--- config.mk ---
export PLATFORM = sky130hd
export DESIGN_NAME = adder_8_ref
export DESIGN_NICKNAME = d
export VERILOG_FILES = /design/src/rtl/adder_8_resp_checker_ref.sv
export SDC_FILE = /design/constraint.sdc
export NUM_CORES = 1
export LEC_CHECK = 0
export BUFFER_PORTS_ARGS = -buffer_cell sky130_fd_sc_hd__buf_2
export CELL_PAD_IN_SITES_DETAIL_PLACEMENT = 1
export CELL_PAD_IN_SITES_GLOBAL_PLACEMENT = 2
export CORE_MARGIN = 8
export CORE_UTILIZATION = 22
export DETAILED_ROUTE_END_ITERATION = 12
export PLACE_DENSITY = 0.92
export SYNTH_ARGS = -nofsm -noshare
export SYNTH_HDL_FRONTEND = slang
export SYNTH_SLANG_ARGS = --single-unit
--- constraint.sdc ---
create_clock -name vclk -period 5.4
set_clock_uncertainty 0.15 [all_clocks]
set_input_delay 0.54 -clock vclk [all_inputs]
set_output_delay 0.54 -clock vclk [all_outputs]
set_load 0.02 [all_outputs]
--- src/rtl/adder_8_resp_checker_ref.sv ---
// Combinational golden model of the W-bit adder: sum, carry-out and signed overflow.
module adder_8_ref #(
  parameter int W = 8
) (
  input  logic [W-1:0] a,
  input  logic [W-1:0] b,
  input  logic         ci,
  output logic [W-1:0] s,
  output logic         co,
  output logic         os
);

  assign {co, s} = {1'b0, a} + {1'b0, b} + {{W{1'b0}}, ci};

  // Overflow only when both operands share a sign and the result flips it.
  assign os = (a[W-1] == b[W-1]) && (s[W-1] != a[W-1]);

endmodule

Yosys cells after proc, flatten, opt, wreduce, memory -nomap -nowiden
Index checks and enable logic that the tools add are counted.

cells by class
  shift operators = 0
  multipliers = 0
  reductions and logical operators = 1
  multiplexer cells = 0
  bitwise operators = 0
  div/mod/pow operators = 0
  eq/ne operators = 2
  magnitude comparators = 0
  add/subtract/negate cells = 2

operators by type and width
  kind                 number
  $add A8 B8 Y9        1
  $add A9 B1 Y9        1
  $eq A1 B1 Y1         1
  $logic_and A1 B1 Y1  1
  $ne A1 B1 Y1         1

storage, ports and cells
  word-level logic and storage cells = 5
  memories kept = 0
  memory bits (writable) = 0
  bits in latches = 0
  bits in read-only memories = 0
  register bits after elaboration = 0

Depth between registers and ports, before layout
  word-level depth = 4
  depth in mapped cells = 6

Worst setup path after synthesis
No wires, ideal clock.

  kind = input to output
  start point = input a[0]
  end point = output s[6]
  arrival = 2163 ps
  setup slack = 2547 ps
  buffers on the path = 0
  stages on the path = 6
  cells stage by stage = fa_1 -> fa_1 -> a21oi_1 -> o211ai_1 -> a21oi_1 -> xnor2_1

between the ends
  cells in the longest elaborated chain, start to end = 2

RTL lines
  element          RTL line  text
  start, declared  5         input logic [W-1:0] a,
  $add A8 B8 Y9    13        assign {co, s} = {1'b0, a} + {1'b0, b} + {{W{1'b0}}, ci};
  $add A9 B1 Y9    13
  end, declared    8         output logic [W-1:0] s,

No other way between the ends.

Final worst setup path
Same ends and word-level chain as after synthesis.

==> insert_results.sql <==
INSERT INTO impl_metrics (metric_group, metric, value, unit) VALUES
('placed_design', 'gp_congestion', '0.757', ''),
('synth', 'yosysSeqAreaShare', '0', '%'),
('route', 'drt_drc_violations_left', '0', ''),
('critical_path', 'path_buf_inv', '2', ''),
('hold_path', 'hold_end', 's[0]', ''),
('synth', 'postSynthAreaPerCell', '8.01', 'sq um'),
('clock_network', 'post-cts-setup-buffers', '0', ''),
('synth', 'ys.warnings.count', '0', ''),
('final_layout', 'diodes', '0', ''),
('grt', 'grt_antenna_before_repair', '0', ''),
('sta', 'timing_max_transition_violations_final', '0', ''),
('sta', 'top_achievable_clock_speed', '321', 'MHz'),
('pwr', 'power-per-cell-area', '162', 'nW/um^2'),
('pwr', 'peakVddDrop', '0.0399', 'mV'),
('hold_path', 'worst_hold_path_type', 'primary input to output port', ''),
('sta', 'setup_viol', '0', ''),
('floorplanning', 'fp.coreArea', '1470', 'sq um'),
('route', 'per_cell_routed_wire_length', '13.5', 'um'),
('critical_path', 'timing.critical_path.required', '4.71', 'ns'),
('critical_path', 'slowest_stage_delay_on_critical_path', '0.47', 'ns'),
('final_layout', 'area.sequential', '0', 'sq um'),
('sta', 'worst_pin_slew', '0.270', 'ns'),
('hold_path', 'worstHoldPathCells', '3', ''),
('grt', 'pin_count_of_the_biggest_net_entering_global_routing', '6', ''),
('critical_path', 'timing.critical_path.to_type', 'output port', ''),
('sta', 'relative_slew_slack', '81.9', '%'),
('final_layout', 'commonest_cells_after_routing_fill_and_taps_aside', 'buf_2 (27), ha_1 (7), a21oi_1 (5), xnor2_1 (4)', ''),
('sta', 'final_critical_path_time_including_i_o_delays_and_setup', '3.11', 'ns'),
('final_layout', 'layout-area-overhead-vs-synth', '46.1', '%'),
('route', 'first_pass_iters', '2', ''),
('critical_path', 'data_arrival_time_of_the_critical_path', '2.42', 'ns'),
('synth', 'post_synth_num_cell_types', '19', ''),
('pwr', 'power.leakage', '0.256', 'nW'),
('hold_path', 'hold_start', 'ci', ''),
('grt', 'grt_pass1_vias', '439', ''),
('placed_design', 'dp_hpwl', '1090', 'um'),
('synth', 'synth.net_count', '68', ''),
('route', 'routed_via_density', '4.84', ''),
('critical_path', 'worst_path_max_delay_cell', 'fa_1', ''),
('grt', 'first_pass_grt_wire_length', '1790', 'um'),
('route', 'dr_total_vias', '411', ''),
('grt', 'overflow', '0', ''),
('route', 'drtIter0Drc', '2', ''),
('final_layout', 'n_sequential_cell', '0', ''),
('floorplanning', 'io_pins', '27', ''),
('critical_path', 'critPathKind', 'primary input to output port', ''),
('sta', 'grt_setup_unrepaired', 'no', ''),
('sta', 'final_hold_viol_count', '0', ''),
('floorplanning', 'number_of_cell_rows', '14', ''),
('final_layout', 'post_route_cells_drive_above_1_share', '42.0', '%'),
('final_layout', 'nets', '97', ''),
('final_layout', 'final_common_cell', 'buf_2', ''),
('sta', 'setup-tns-final', '0', 'ns'),
('route', 'route.antenna.remaining_nets', '0', ''),
('floorplanning', 'floorplan.die.width', '55.1', 'um'),
('sta', 'final.period_utilization', '57.6', '%'),
('route', 'drt_wl_total', '1150', 'um'),
('placed_design', 'port-buffer-count', '27', ''),
('placed_design', 'setup_slack_at_placement', '2.27', 'ns'),
('floorplanning', 'start_util', '22.9', '%'),
('clock_network', 'post_cts_resized', '0', ''),
('floorplanning', 'fp.dieArea', '3040', 'sq um'),
('grt', 'globalRouteTotalUtil', '7.41', '%'),
('outcome', 'status', 'completed', ''),
('clock_network', 'cts-hold-fix-buffers', '0', ''),
('critical_path', 'cp-start-kind', 'primary input', ''),
('sta', 'worst_slack', '2.29', 'ns'),
('run', 'max_cap_violations', '0', ''),
('critical_path', 'worst-path-max-fanout', '3', ''),
('synth', 'post_synth_instance_area', '337', 'sq um'),
('final_layout', 'n_clock_buffer', '0', ''),
('critical_path', 'critical-path-top-delay-family', 'adder cells', ''),
('synth', 'synthesis.instances', '42', ''),
('critical_path', 'crit_chain', 'buf_2, fa_1, fa_1, a21oi_1, o211ai_1, a21oi_1, xnor2_1, buf_2', ''),
('floorplanning', 'fp.dieH', '55.1', 'um');
==> report_power, final <==
| part | total (mW) | leakage [nW] | switching (mW) | internal, mW |
|---|---|---|---|---|
| Clock | 0 | 0 | 0 | 0 |
| Sequential | 0 | 0 | 0 | 0 |
| Combinational | 0.0796 | 0.256 | 0.0470 | 0.0326 |
==> metal layers <==
metal | track usage (%) | share of wire [%] | vias up
li1 | - | - | 210
met2 | 16.6 | 58 | 10
met3 | 0.535 | 7.0 | 2
met1 | 6.81 | 33 | 189
met4 | 1.20 | 1.7 | 0
met5 | 0 | 0 | -
==> worst min-delay path, stage by stage <==
cell   delay, ns
buf_2       0.09
fa_1        0.14
buf_2       0.16
==> synth_stat cells, drive strengths merged <==
cell type,n,share of area (%)
a211oi,1,2.2
a21o,1,2.2
a21oi,5,7.4
fa,2,12
ha,7,26
inv,2,2.2
mux2,1,3.3
nand2,2,2.2
nor2,3,3.3
nor2b,2,3.7
nor3,3,4.5
o211ai,1,2.2
o21ai,3,4.5
o21bai,1,3.3
o22ai,1,3.7
o31ai,1,2.2
or3,1,1.9
xnor2,4,10
xor2,1,2.6
==> worst max path at each step <==
| stage | from | slack, ns | endpoint | depth (start not counted) |
|---|---|---|---|---|
| 3_5_place_dp | a[0] | 2.27 | s[6] | 8 |
| 6_report | a[0] | 2.29 | s[6] | 8 |
| 5_1_grt | a[0] | 2.13 | s[6] | 8 |
| 2_1_floorplan | a[0] | 2.55 | s[6] | 6 |
| 4_1_cts | a[0] | 2.27 | s[6] | 8 |
| 3_3_place_gp | a[0] | 2.31 | s[6] | 8 |
==> cell type report <==
class	instances	area, sq um
fill	199	980
multi-input combinational	40	329
timing repair buffer	27	135
tap	16	20.0
inverter	2	7.51
==> cells by family (layout without fill, tap and decap cells) <==
kind of cell	after synthesis	in the layout	share of synthesized area [%]
AO/OA/AOI/OAI	14	14	27.9
AND/OR/NAND/NOR	11	11	15.6
adder cells (fa/ha/maj)	9	9	37.9
XOR/XNOR	5	5	13.0
buffers and inverters	2	29	2.23
multiplexers	1	1	3.35
==> metrics by stage <==
step,hold WS (ns),util [%],total power [mW],instances,area (sq um)
6_report,1.31,33.4,0.0796,85,492
5_1_grt,1.35,33.4,0.0874,85,492
2_1_floorplan,1.18,-,0.0545,42,337
3_5_place_dp,1.31,33.4,0.0807,85,492
3_3_place_gp,1.31,33.4,0.0781,85,492
4_1_cts,1.32,33.4,0.0809,85,492
No activity file was read; power rests on OpenSTA's default activity.
